## config.mk

```make
export PLATFORM = sky130hd
export DESIGN_NAME = fetch_sequencer_flat
export DESIGN_NICKNAME = d
export VERILOG_FILES = /design/src/rtl/fetch_sequencer_pkg.sv /design/src/rtl/fetch_sequencer_if.sv /design/src/rtl/fetch_sequencer_branch_unit.sv /design/src/rtl/fetch_sequencer.sv /design/src/flat_wrapper.sv
export SDC_FILE = /design/constraint.sdc
export NUM_CORES = 1
export LEC_CHECK = 0
export CORE_MARGIN = 3
export CORE_UTILIZATION = 39
export DETAILED_ROUTE_END_ITERATION = 10
export PLACE_DENSITY = 0.74
export SYNTH_ARGS = -nofsm -noshare
export SYNTH_HDL_FRONTEND = slang
export SYNTH_SLANG_ARGS = --single-unit
```

## constraint.sdc

```tcl
create_clock -name clk -period 3.55 [get_ports clk]
set_clock_uncertainty 0.2 [all_clocks]
set_input_delay 0.355 -clock clk [delete_from_list [all_inputs] [get_ports clk]]
set_output_delay 0.355 -clock clk [all_outputs]
set_load 0.05 [all_outputs]
```

## src/rtl/fetch_sequencer_pkg.sv

```systemverilog
`default_nettype none
// +----------------------------------------------------------------------------+
// | Module   : fetch_sequencer_pkg                                              |
// | Purpose  : Shared definitions for the fetch sequencer: address/word/imm    |
// |            types, opcode and sequencer-state encodings, default reset PC   |
// |            and field-extraction helpers.                                   |
// | Ports    : none (package)                                                  |
// | Revision : 1.0  initial release                                            |
// +----------------------------------------------------------------------------+
package fetch_sequencer_pkg;

   typedef logic [31:0] addr_t;
   typedef logic [31:0] word_t;
   typedef logic [15:0] imm_t;

   typedef enum logic [5:0] {
      OP_RTYPE = 6'b000000,
      OP_BEQ   = 6'b000100,
      OP_BNE   = 6'b000101
   } opcode_t;

   typedef enum logic [2:0] {
      S_FETCH           = 3'd0,
      S_FETCH_ADDR_SENT = 3'd1,
      S_DECODE          = 3'd2,
      S_BRANCH_EVAL     = 3'd3,
      S_BRANCH          = 3'd4,
      S_COMMIT          = 3'd5,
      S_UNKNOWN         = 3'd6
   } cpu_state_t;

   localparam addr_t RESET_PC_DEFAULT = 32'h0000_0000;
   localparam addr_t c_PC_STEP        = 32'd4;

   function automatic opcode_t get_opcode(input word_t w);
      return opcode_t'(w[31:26]);
   endfunction

   function automatic imm_t get_imm(input word_t w);
      return w[15:0];
   endfunction

endpackage
`default_nettype wire

```

## src/rtl/fetch_sequencer_if.sv

```systemverilog
`default_nettype none
// +----------------------------------------------------------------------------+
// | Module   : fetch_sequencer_if                                               |
// | Purpose  : Instruction-fetch request/response bundle.                      |
// | Ports    : ireq_valid/ireq_addr   request from sequencer                   |
// |            iresp_addr_ok          address accepted by memory               |
// |            iresp_data_ok/_data    instruction word returned                |
// |            master = sequencer side, slave = memory side                    |
// | Revision : 1.0  initial release                                            |
// +----------------------------------------------------------------------------+
interface fetch_sequencer_if;
   import fetch_sequencer_pkg::*;

   logic  ireq_valid;
   addr_t ireq_addr;
   logic  iresp_addr_ok;
   logic  iresp_data_ok;
   word_t iresp_data;

   modport master (
      output ireq_valid, ireq_addr,
      input  iresp_addr_ok, iresp_data_ok, iresp_data
   );

   modport slave (
      input  ireq_valid, ireq_addr,
      output iresp_addr_ok, iresp_data_ok, iresp_data
   );

endinterface
`default_nettype wire

```

## src/rtl/fetch_sequencer_branch_unit.sv

```systemverilog
`default_nettype none
// +----------------------------------------------------------------------------+
// | Module   : branch_unit                                                      |
// | Purpose  : Combinational branch compare and target computation.            |
// | Ports    : opcode, rs_val, rt_val  compare operands (BEQ/BNE)              |
// |            pc, imm                 branch PC and 16-bit word offset        |
// |            taken                   branch condition holds                  |
// |            target                  pc + 4 + (sext(imm) << 2), mod 2^32     |
// | Revision : 1.0  initial release                                            |
// +----------------------------------------------------------------------------+
module branch_unit
   import fetch_sequencer_pkg::*;
(
   input  opcode_t opcode,
   input  word_t   rs_val,
   input  word_t   rt_val,
   input  addr_t   pc,
   input  imm_t    imm,
   output logic    taken,
   output addr_t   target
);

   logic  w_equal;
   addr_t w_offset;

   assign w_equal  = (rs_val == rt_val);
   assign w_offset = {{14{imm[15]}}, imm, 2'b00};

   always_comb begin
      taken = 1'b0;
      case (opcode)
         OP_BEQ:  taken = w_equal;
         OP_BNE:  taken = !w_equal;
         default: taken = 1'b0;
      endcase
   end

   assign target = pc + c_PC_STEP + w_offset;

endmodule
`default_nettype wire

```

## src/rtl/fetch_sequencer.sv

```systemverilog
`default_nettype none
// +----------------------------------------------------------------------------+
// | Module   : fetch_sequencer                                                  |
// | Purpose  : Multi-cycle fetch/decode/branch/commit sequencer with one       |
// |            branch delay slot.                                              |
// | Ports    : clk, reset        clock, synchronous active-high reset          |
// |            bus (master)      instruction fetch request/response            |
// |            rs_idx/rt_idx     register-file read indices from instr         |
// |            rs_val/rt_val     register-file read data                       |
// |            state, pc, instr  sequencer state, in-flight PC, instruction    |
// |            commit            one-cycle retire pulse                        |
// |            halted            high while stuck in S_UNKNOWN                 |
// | Revision : 1.0  initial release                                            |
// +----------------------------------------------------------------------------+
module fetch_sequencer
   import fetch_sequencer_pkg::*;
#(
   parameter addr_t RESET_PC = RESET_PC_DEFAULT
) (
   input  logic               clk,
   input  logic               reset,
   fetch_sequencer_if.master  bus,
   output logic [4:0]         rs_idx,
   output logic [4:0]         rt_idx,
   input  word_t              rs_val,
   input  word_t              rt_val,
   output cpu_state_t         state,
   output addr_t              pc,
   output word_t              instr,
   output logic               commit,
   output logic               halted
);

   cpu_state_t r_state;
   addr_t      r_pc;
   addr_t      r_delayed_pc;
   word_t      r_instr;
   logic       r_delayed;
   logic       r_branch_self;
   logic       r_ireq_valid;
   logic       r_commit;
   logic       r_halted;

   opcode_t    w_opcode;
   imm_t       w_imm;
   logic       w_taken;
   addr_t      w_target;

   assign w_opcode = get_opcode(r_instr);
   assign w_imm    = get_imm(r_instr);

   branch_unit u_branch_unit (
      .opcode (w_opcode),
      .rs_val (rs_val),
      .rt_val (rt_val),
      .pc     (r_pc),
      .imm    (w_imm),
      .taken  (w_taken),
      .target (w_target)
   );

   // Outputs are registered: each transition also sets the output values
   // that belong to the destination state.
   always_ff @(posedge clk) begin
      if (reset) begin
         r_state       <= S_FETCH;
         r_pc          <= RESET_PC;
         r_instr       <= '0;
         r_delayed     <= 1'b0;
         r_branch_self <= 1'b0;
         r_delayed_pc  <= '0;
         r_ireq_valid  <= 1'b1;
         r_commit      <= 1'b0;
         r_halted      <= 1'b0;
      end else begin
         r_commit <= 1'b0;
         case (r_state)
            S_FETCH: begin
               // data_ok on its own is a stale response and is dropped
               if (bus.iresp_addr_ok) begin
                  r_ireq_valid <= 1'b0;
                  if (bus.iresp_data_ok) begin
                     r_instr <= bus.iresp_data;
                     r_state <= S_DECODE;
                  end else begin
                     r_state <= S_FETCH_ADDR_SENT;
                  end
               end
            end
            S_FETCH_ADDR_SENT: begin
               if (bus.iresp_data_ok) begin
                  r_instr <= bus.iresp_data;
                  r_state <= S_DECODE;
               end
            end
            S_DECODE: begin
               case (w_opcode)
                  OP_RTYPE: begin
                     r_state  <= S_COMMIT;
                     r_commit <= 1'b1;
                  end
                  OP_BEQ, OP_BNE: begin
                     // a branch sitting in a delay slot retires as a plain op
                     if (r_delayed) begin
                        r_state  <= S_COMMIT;
                        r_commit <= 1'b1;
                     end else begin
                        r_state <= S_BRANCH_EVAL;
                     end
                  end
                  default: begin
                     r_state  <= S_UNKNOWN;
                     r_halted <= 1'b1;
                  end
               endcase
            end
            S_BRANCH_EVAL: begin
               if (w_taken) begin
                  r_state <= S_BRANCH;
               end else begin
                  r_state  <= S_COMMIT;
                  r_commit <= 1'b1;
               end
            end
            S_BRANCH: begin
               r_delayed_pc  <= w_target;
               r_delayed     <= 1'b1;
               r_branch_self <= 1'b1;
               r_state       <= S_COMMIT;
               r_commit      <= 1'b1;
            end
            S_COMMIT: begin
               // branch_self marks the branch itself retiring: step into the
               // delay slot first, redirect when the slot retires.
               if (r_delayed && !r_branch_self) begin
                  r_pc      <= r_delayed_pc;
                  r_delayed <= 1'b0;
               end else begin
                  r_pc <= r_pc + c_PC_STEP;
               end
               r_branch_self <= 1'b0;
               r_state       <= S_FETCH;
               r_ireq_valid  <= 1'b1;
            end
            S_UNKNOWN: begin
               r_state <= S_UNKNOWN;
            end
            default: begin
               r_state      <= S_UNKNOWN;
               r_halted     <= 1'b1;
               r_ireq_valid <= 1'b0;
            end
         endcase
      end
   end

   assign bus.ireq_valid = r_ireq_valid;
   assign bus.ireq_addr  = r_pc;
   assign rs_idx         = r_instr[25:21];
   assign rt_idx         = r_instr[20:16];
   assign state          = r_state;
   assign pc             = r_pc;
   assign instr          = r_instr;
   assign commit         = r_commit;
   assign halted         = r_halted;

endmodule
`default_nettype wire

```

## src/flat_wrapper.sv

```systemverilog
// flat-port wrapper written by rule: the top's interface ports become plain ports
module fetch_sequencer_flat import fetch_sequencer_pkg::*;
#(
   parameter addr_t RESET_PC = RESET_PC_DEFAULT
)
  (clk, reset, rs_idx, rt_idx, rs_val, rt_val, state, pc, instr, commit, halted, bus_ireq_valid, bus_ireq_addr, bus_iresp_addr_ok, bus_iresp_data_ok, bus_iresp_data);
  fetch_sequencer_if bus_i ();
  input  logic clk;
  input  logic reset;
  output logic [4:0] rs_idx;
  output logic [4:0] rt_idx;
  input  word_t rs_val;
  input  word_t rt_val;
  output cpu_state_t state;
  output addr_t pc;
  output word_t instr;
  output logic commit;
  output logic halted;
  output wire logic [$bits(bus_i.ireq_valid)-1:0] bus_ireq_valid;
  output wire logic [$bits(bus_i.ireq_addr)-1:0] bus_ireq_addr;
  input wire logic [$bits(bus_i.iresp_addr_ok)-1:0] bus_iresp_addr_ok;
  input wire logic [$bits(bus_i.iresp_data_ok)-1:0] bus_iresp_data_ok;
  input wire logic [$bits(bus_i.iresp_data)-1:0] bus_iresp_data;
  assign bus_ireq_valid = bus_i.ireq_valid;
  assign bus_ireq_addr = bus_i.ireq_addr;
  assign bus_i.iresp_addr_ok = bus_iresp_addr_ok;
  assign bus_i.iresp_data_ok = bus_iresp_data_ok;
  assign bus_i.iresp_data = bus_iresp_data;
  fetch_sequencer #(.RESET_PC(RESET_PC)) u_core (.clk(clk), .reset(reset), .bus(bus_i), .rs_idx(rs_idx), .rt_idx(rt_idx), .rs_val(rs_val), .rt_val(rt_val), .state(state), .pc(pc), .instr(instr), .commit(commit), .halted(halted));
endmodule
```

After elaboration in Yosys (flattened, before gate mapping)
Cells that the tools add are included.

Output and inout port bits: 112. Input port bits: 100. Register bits: 104. Logic and storage cells: 65.

Equal/unequal tests: 13. Reduce and logical (&&, ||, !) cells: 16. Muxes and demuxes: 23. Add/subtract/negate cells: 2. Bitwise operators: 2.

Operators with widths (number): 32-bit 2-to-1 mux (3); 32-bit one-hot mux with 2 select lines (1); 32-bit by 3-bit adder with 32-bit output (second input constant) (1); 32-bit adder (1); 32-bit == test (1); 3-bit one-hot mux with 6 select lines (1); 6-bit by 3-bit == test with 1-bit output (second input constant) (2); 1-bit one-hot mux with 2 select lines (5); 2-bit AND reduction (5); 3-bit == test (second input constant) (3); 3-bit 2-to-1 mux (3); 3-bit by 2-bit == test with 1-bit output (second input constant) (2); 6-bit logical NOT (1); 1-bit 2-to-1 mux (6); 2-bit inequality test (second input constant) (3); 1-bit one-hot mux with 3 select lines (2); 3-bit one-hot mux with 2 select lines (1); 6-bit OR reduction (1); 5-bit OR reduction (1); 2-bit nonzero test (2); 3-bit by 1-bit == test with 1-bit output (second input constant) (1); 3-bit logical NOT (1); 3-bit OR reduction (1); 1-bit logical NOT (2); other kinds (5) (6).

Longest topological paths before layout
Gate-level depths: netlist of the first run.

Depth after elaboration: 5. Mapped depth: 17.

By module
Synthesis of the first run repeated with hierarchy kept, for this count alone.

Cells, all modules: 942. Area total of the unflattened synthesis: 7329.5 sq um.

By module, submodules not included: fetch_sequencer (cells each 658, area each 5077.4 sq um, seq. area each 2082.0 sq um, times used 1); branch_unit (cells each 284, area each 2252.2 sq um, seq. area each 0.0 sq um, times used 1).

Least setup slack after synthesis of the first run
OpenSTA, ideal clock, no wires.

Kind: register to register. Start point: register u_core.r_pc[8] (netlist: u_core.bus.ireq_addr[8]). End point: register u_core.r_delayed_pc[31]. Path slack: -683 ps. Arrival: 3918 ps. Setup time: 116 ps. Cell stages (with the launch flop): 18. Cells stage by stage: dfxtp_1 nand3_2 or3_1 buf_6 or3_1 buf_2 nor3_1 xnor2_1 inv_1 ha_1 clkbuf_1 nand2_1 o21bai_1 nor2_1 o2bb2ai_1 a211oi_1 o21ai_0 a31o_1.

Longest elaborated chain between the ends: 2.

RTL lines: from (decl) (line fetch_sequencer.sv:35) `addr_t r_pc;`; from (signal assigned) (line fetch_sequencer.sv:136) `r_pc <= r_delayed_pc;`; from (signal assigned) (line fetch_sequencer.sv:139) `r_pc <= r_pc + c_PC_STEP;`; 32-bit by 3-bit adder with 32-bit output (line fetch_sequencer_branch_unit.sv:38) `assign target = pc + c_PC_STEP + w_offset;`; 32-bit adder (line fetch_sequencer_branch_unit.sv:38); to (signal assigned) (line fetch_sequencer.sv:126) `r_delayed_pc <= w_target;`; to (decl) (line fetch_sequencer.sv:36) `addr_t r_delayed_pc;`.

Every way passes these cells. A chain may end at the register's enable or synchronous reset.

Worst setup path in the final report of the first run
Start point: register u_core.r_pc[10] (netlist: u_core.bus.ireq_addr[10]). End point: register u_core.r_delayed_pc[31].

The elaborated chain is that of the path after synthesis.

==> results.py, run 1 <==
metrics = {
    "run_status": {
        "status": "complete, but fails checks",
        "violations": "negative setup slack",
    },
    "floorplan": {
        "num_rows": 48,
        "die_h_um": 141,
        "die_area_sq_um": 20000,
        "coreArea_sq_um": 17600,
        "start_util_pct": 40.6,
        "dieWidth_um": 141,
        "io_pins": 212,
    },
    "synth": {
        "synth_edf_count": 0,
        "yosysTopAreaCell": "dfxtp_1",
        "postSynthAreaPerCell_sq_um": 7.51,
        "synth.top_cell.area_share_pct": 29.1,
        "ys_async_sr_fraction_pct": 0,
        "synth_common_cells": "165 x nand2_1, 104 x a21oi_1, 104 x dfxtp_1",
        "ys_seq_area_share_pct": 29.1,
        "synth_area_sq_um": 7140,
        "synth.distinct_cells": 66,
        "syn_inst": 951,
        "yosysWarningCount": 0,
        "synth_fp_nets": 1089,
        "synth-seq-cells": 104,
        "synth_area_leaders": "dfxtp_1 29%, nand2_1 8.7%, a21oi_1 7.3%, ha_1 6.5%, xor2_1 6.0%",
        "synth_most_common_cell": "nand2_1",
        "synth_flop_cell": "dfxtp_1",
    },
    "worst_setup_path": {
        "crit_fanout": 7,
        "endpoint_kind": "flip-flop",
        "critPathRequiredTime_ps": 3610,
        "cp_cell_sequence": "nand3_4, or3_4, buf_6, or4_4, nor3_4, xor2_2, ha_4, a21o_1, a21o_1, a21oi_2, o31ai_1, a22o_1, a31o_1",
        "cp-start-kind": "flip-flop",
        "reg2reg_setup_slack_ps": -30,
        "crit_arrival_ps": 3640,
        "worstSetupPathType": "flip-flop to flip-flop",
        "crit_top_cell": "a21o_1",
        "critPathMaxStageDelay_ps": 570,
        "reg2reg_from": "u_core.bus.ireq_addr[10]",
        "reg2reg_to": "u_core.r_delayed_pc[31]",
        "slowest_stage": "or4_4",
        "reg2regPathDepth": 13,
    },
    "global_routing": {
        "grt_remaining_overflow": 0,
        "grt_pass1_wl_mm": 37.2,
        "grt_max_degree": 51,
        "grt_use_total_pct": 23.0,
        "antenna_found_initial": 2,
        "first_global_vias": 7200,
    },
    "clock_tree": {
        "clkSinkCount": 104,
        "cts_hold_buf": 0,
        "clk_pin_slew_ps": 80,
        "clk_latency_ps": 360,
        "cts_tree": "yes",
        "cts_root_buf": "clkbuf_16",
        "cts_max_path_buffers": 2,
        "cts_inserted_buffers": 9,
        "htree_levels": 3,
    },
    "job": {
        "cap_violations": 0,
    },
    "routing": {
        "wire_per_inst_um": 17.0,
        "drc": 0,
        "vias_per_cell": 5.45,
        "drtIter0Drc": 526,
        "route.vias.total": 7581,
        "wl_mm": 23.6,
        "dr.pass1.iters": 5,
        "antenna_left": 0,
    },
    "timing": {
        "worstMarginPinSlew_ps": 1010,
        "slew_violations": 0,
        "finalSetupViolations": 1,
        "slew_headroom_pct": 32.2,
        "fin_ws_ps": -25.2,
        "fmax_mhz": 280,
        "whs_ps": 251,
        "period_minus_slack_ps": 3580,
        "rsz0062_at_grt": "true",
        "post-route-period-util_pct": 101,
        "hold_violations": 0,
    },
    "power": {
        "p_per_area_nw_per_um2": 303,
        "irDropWorstVdd_v": 0.000220,
        "p_leak_nw": 4.17,
    },
    "placed_design": {
        "preCtsSetupSlack_ps": -50.6,
        "dp.cells": 1370,
        "port_buffers": 211,
        "hpwl_mm": 17.7,
        "place_congestion": 0.992,
    },
    "final_layout": {
        "finalNonFillerCells": 1392,
        "drive_gt1_share_pct": 16.1,
        "multiInputGateArea_sq_um": 4760,
        "seq_area_sq_um": 2130,
        "area_delta_synth_final_pct": 44.6,
        "final_nets": 1298,
        "fillers": 1591,
    },
    "hold_path": {
        "min_path_type": "flip-flop to flip-flop",
        "whs_path_depth": 2,
        "holdCritStartpoint": "u_core.r_delayed_pc[9]",
        "whs_endpoint": "u_core.r_delayed_pc[9]",
    },
}
## power breakdown
| part | internal (mW) | total, mW | leakage [nW] | switching [mW] |
|---|---|---|---|---|
| clock | 0.643 | 1.14 | 0.169 | 0.496 |
| sequential | 1.20 | 1.26 | 0.856 | 0.0544 |
| combinational | 0.297 | 0.730 | 3.14 | 0.433 |
| total | 2.14 | 3.13 | 4.17 | 0.983 |
## worst max path at each step
stage | from | endpoint | cells after the start | slack (ps)
after floorplan | u_core.bus.ireq_addr[8] | u_core.r_delayed_pc[31] | 15 | -60
after global placement | u_core.bus.ireq_addr[7] | u_core.r_delayed_pc[28] | 12 | -6
after detailed placement | u_core.bus.ireq_addr[7] | u_core.r_delayed_pc[31] | 14 | -50
after CTS | u_core.bus.ireq_addr[7] | u_core.r_delayed_pc[31] | 14 | -30
after global routing | u_core.bus.ireq_addr[10] | u_core.r_delayed_pc[31] | 13 | -150
final | u_core.bus.ireq_addr[10] | u_core.r_delayed_pc[31] | 13 | -30
## cell type report
| cell class | instances | area share [%] |
|---|---|---|
| Clock buffer | 11 | 2.67 |
| Timing Repair Buffer | 295 | 26.5 |
| Multi-Input combinational cell | 734 | 46.1 |
| Sequential cell | 104 | 20.7 |
| Inverter | 16 | 0.582 |
| Tap cell | 225 | 2.73 |
| Clock inverter | 5 | 0.630 |
| Antenna cell | 2 | 0.0485 |
## cells by family after synthesis
group,Yosys count,synth area share [%]
multiplexers,4,0.578
AND/OR/NAND/NOR,365,23.7
adder cells (fa/ha/maj),38,6.76
XOR/XNOR,75,9.30
buffers and inverters,113,8.62
flip-flops,104,29.1
AO/OA/AOI/OAI,252,21.9
## stage by stage
step / total power, mW / util (%) / instance area (sq um) / TNS [ps]
after global placement: 2.00 / 55.1 / 9700 / -5.88
after detailed placement: 2.01 / 55.1 / 9700 / -233
after global routing: 3.26 / 58.7 / 10300 / -577
final: 3.13 / 58.7 / 10300 / -25.2
after CTS: 3.15 / 57.1 / 10100 / -55.2
after floorplan: 1.70 / - / 7270 / -186
## placed cells by master (no fill, tap or decap), types with 6 or more instances in the layout
cell             netlist  routed
a211oi_2               0       6
a21o_1                17      17
a21oi_1              104      98
a21oi_2                0       6
a22oi_1                8       8
a31oi_1                9       8
and3_1                10       8
buf_4                 44      83
clkbuf_16              0      11
clkdlybuf4s50_1        0     210
dfxtp_1              104      86
dfxtp_2                0       6
dfxtp_4                0      12
ha_1                  37      36
inv_1                 16      16
nand2_1              165     165
nand2b_1              10      10
nand3_1               30      29
nand4_1               10      10
nor2_1                69      66
nor3_1                18      11
nor3_4                 0       6
nor4_1                12      10
o21ai_0               43      37
o31ai_1                8       8
or3_1                 12      10
xnor2_1               25      20
xnor2_2                1       6
xor2_1                49      45
## registers in the layout, summed over array words and instances (netlist names)
signal	flops
u_core.bus.ireq_addr	32
u_core.bus.ireq_valid	1
u_core.commit	1
u_core.halted	1
u_core.instr	32
u_core.r_branch_self	1
u_core.r_delayed	1
u_core.r_delayed_pc	32
u_core.state	3
## routing by layer
| metal | vias to the layer above | track usage [%] | part of all wire (%) |
|---|---|---|---|
| li1 | 3730 | - | - |
| met1 | 3489 | 30.5 | 43 |
| met2 | 337 | 38.1 | 47 |
| met3 | 25 | 4.52 | 8.5 |
| met4 | 0 | 6.32 | 1.3 |
| met5 | - | 0 | 0 |
## timing repair
action,CTS,global route
gates resized for setup,5,47
buffers inserted,0,4
endpoints found under the setup margin,6,12
pin swaps,0,17
## worst max-delay path: cells and delay by family, from the launching register on
family / cells / cell delay (ps)
fa+ha+maj: 1 / 280
buf+inv: 1 / 150
simple gates: 4 / 1260
compound gates: 6 / 910
xor+xnor: 1 / 310
flops: 1 / 360
Note: power is estimated with default switching activity, not from simulation.
==> run 2, diff against run 1 <==
- ABC_CLOCK_PERIOD_IN_PS: not set -> 3550
- MAX_ROUTING_LAYER: not set -> met4
- PLACE_DENSITY: 0.74 -> 0.67
==> run 2 against run 1 <==
Net effect: the run now ends clean; highest routed layer unchanged; non-clock buffer count is the same; sequential share of layout area shrank 0.13 points; fmax grew 4.1%; combinational power grew 3%; largest power group unchanged; via count shrank 0.50%.
==> results.py, run 2 (synthesis gave the netlist of run 1 again) <==
metrics = {
    "routing": {
        "wl_mm": 24.0,
        "vias_per_cell": 5.43,
        "dr.pass1.iters": 5,
        "drtIter0Drc": 516,
        "wire_per_inst_um": 17.2,
        "antenna_left": 0,
        "drc": 0,
        "route.vias.total": 7543,
    },
    "worst_setup_path": {
        "worstSetupPathType": "flip-flop to flip-flop",
        "reg2reg_from": "u_core.bus.ireq_addr[13]",
        "crit_fanout": 7,
        "cp-start-kind": "flip-flop",
        "crit_start": "u_core.bus.ireq_addr[13]",
        "endpoint_kind": "flip-flop",
        "reg2reg_to": "u_core.r_delayed_pc[30]",
        "crit_arrival_ps": 3490,
        "critPathRequiredTime_ps": 3600,
        "reg2reg_setup_slack_ps": 110,
        "reg2regPathDepth": 13,
    },
    "placed_design": {
        "place_congestion": 0.978,
        "hpwl_mm": 18.0,
        "port_buffers": 211,
        "preCtsSetupSlack_ps": -91.1,
    },
    "floorplan": {
        "num_rows": 48,
        "die_area_sq_um": 20000,
        "start_util_pct": 40.6,
        "io_pins": 212,
        "dieWidth_um": 141,
        "die_h_um": 141,
        "coreArea_sq_um": 17600,
    },
    "timing": {
        "fmax_mhz": 291,
        "worstMarginPinSlew_ps": 1050,
        "post-route-period-util_pct": 96.8,
        "whs_ps": 185,
        "finalSetupViolations": 0,
        "fin_ws_ps": 114,
        "rsz0062_at_grt": "true",
        "slew_violations": 0,
        "fin_setup_tns_ps": 0,
        "period_minus_slack_ps": 3440,
        "hold_violations": 0,
        "slew_headroom_pct": 30.3,
    },
    "global_routing": {
        "grt_max_degree": 42,
        "grt_remaining_overflow": 0,
        "antenna_found_initial": 0,
        "grt_pass1_wl_mm": 37.9,
        "grt_use_total_pct": 24.1,
        "first_global_vias": 7231,
    },
    "clock_tree": {
        "cts_max_path_buffers": 2,
        "cts_tree": "yes",
        "clk_latency_ps": 360,
        "cts_hold_buf": 0,
        "clkSinkCount": 104,
        "clk_pin_slew_ps": 80,
        "htree_levels": 3,
        "cts_root_buf": "clkbuf_16",
        "cts_inserted_buffers": 9,
    },
    "job": {
        "cap_violations": 0,
    },
    "power": {
        "irDropWorstVdd_v": 0.000222,
        "p_per_area_nw_per_um2": 294,
        "p_leak_nw": 4.09,
    },
    "final_layout": {
        "drive_gt1_share_pct": 16.3,
        "final_cell_mix": "210 x clkdlybuf4s50_1, 165 x nand2_1, 98 x a21oi_1",
        "area_delta_synth_final_pct": 45.4,
        "antennaDiodeCount": 0,
        "final_common_cell": "clkdlybuf4s50_1",
        "final_nets": 1298,
    },
    "hold_path": {
        "whs_path_depth": 2,
        "whs_endpoint": "u_core.bus.ireq_addr[24]",
        "min_path_type": "input port to flip-flop",
        "holdCritStartpoint": "reset",
    },
    "run_status": {
        "status": "finished, final reports clean",
    },
}
run 2: layer usage:
metal  share of wire, %  up-vias  GRT usage, %  routed length [um]
met3                6.0       28          2.60                1450
li1                   -     3722             -                   -
met1                 47     3493          33.1               11200
met2                 45      300          38.0               10900
met5                  0        -             -                   0
met4                1.6        0          6.02                 380
run 2: worst max-delay path by stage:
stage / endpoint / slack [ps] / depth (start not counted)
after floorplan: u_core.r_delayed_pc[31] / -60 / 15
after global placement: u_core.r_delayed_pc[31] / -90 / 13
after detailed placement: u_core.r_delayed_pc[28] / -90 / 12
after CTS: u_core.r_delayed_pc[24] / 5 / 14
after global routing: u_core.r_delayed_pc[28] / -30 / 14
final: u_core.r_delayed_pc[30] / 110 / 13
run 2: power by group:
group | leakage, nW | total, mW | internal [mW] | switching (mW)
combinational | 3.09 | 0.749 | 0.309 | 0.440
sequential | 0.856 | 1.26 | 1.20 | 0.0569
clock | 0.149 | 1.05 | 0.549 | 0.500
run 2: area by class of cell:
cell class	instances	area, sq um
Clock buffer	11	264
Clock inverter	5	45.0
Fill cell	1615	7210
Inverter	16	60.1
Multi-Input combinational cell	734	4840
Sequential cell	104	2130
Tap cell	225	282
Timing Repair Buffer	295	2770
run 2: metrics by stage:
stage               util [%]  area, sq um  power (mW)  cells
detailed placement      55.3         9740        2.02   1372
floorplan                  -         7270        1.70    951
global route            59.1        10400        3.17   1390
global placement        55.3         9740        2.02   1372
finish                  59.1        10400        3.06   1390
CTS                     57.4        10100        3.06   1389
run 2: worst max-delay path, cell delays in order, from the launching register on:
cell and delay, ps:
dfxtp_4 350, nand3_2 80, or3_4 370, buf_4 170, or4_4 530, xnor2_1 150
buf_4 170, ha_4 170, a21o_1 170, a31oi_1 200, o21ai_0 130, a21oi_1 180
o31ai_1 80, or3_1 370
run 2: timing repair:
action | in CTS | in global routing
resized for setup | 9 | 49
setup endpoints to repair | 5 | 12
setup buffers | 1 | 1
pin swaps | 1 | 14
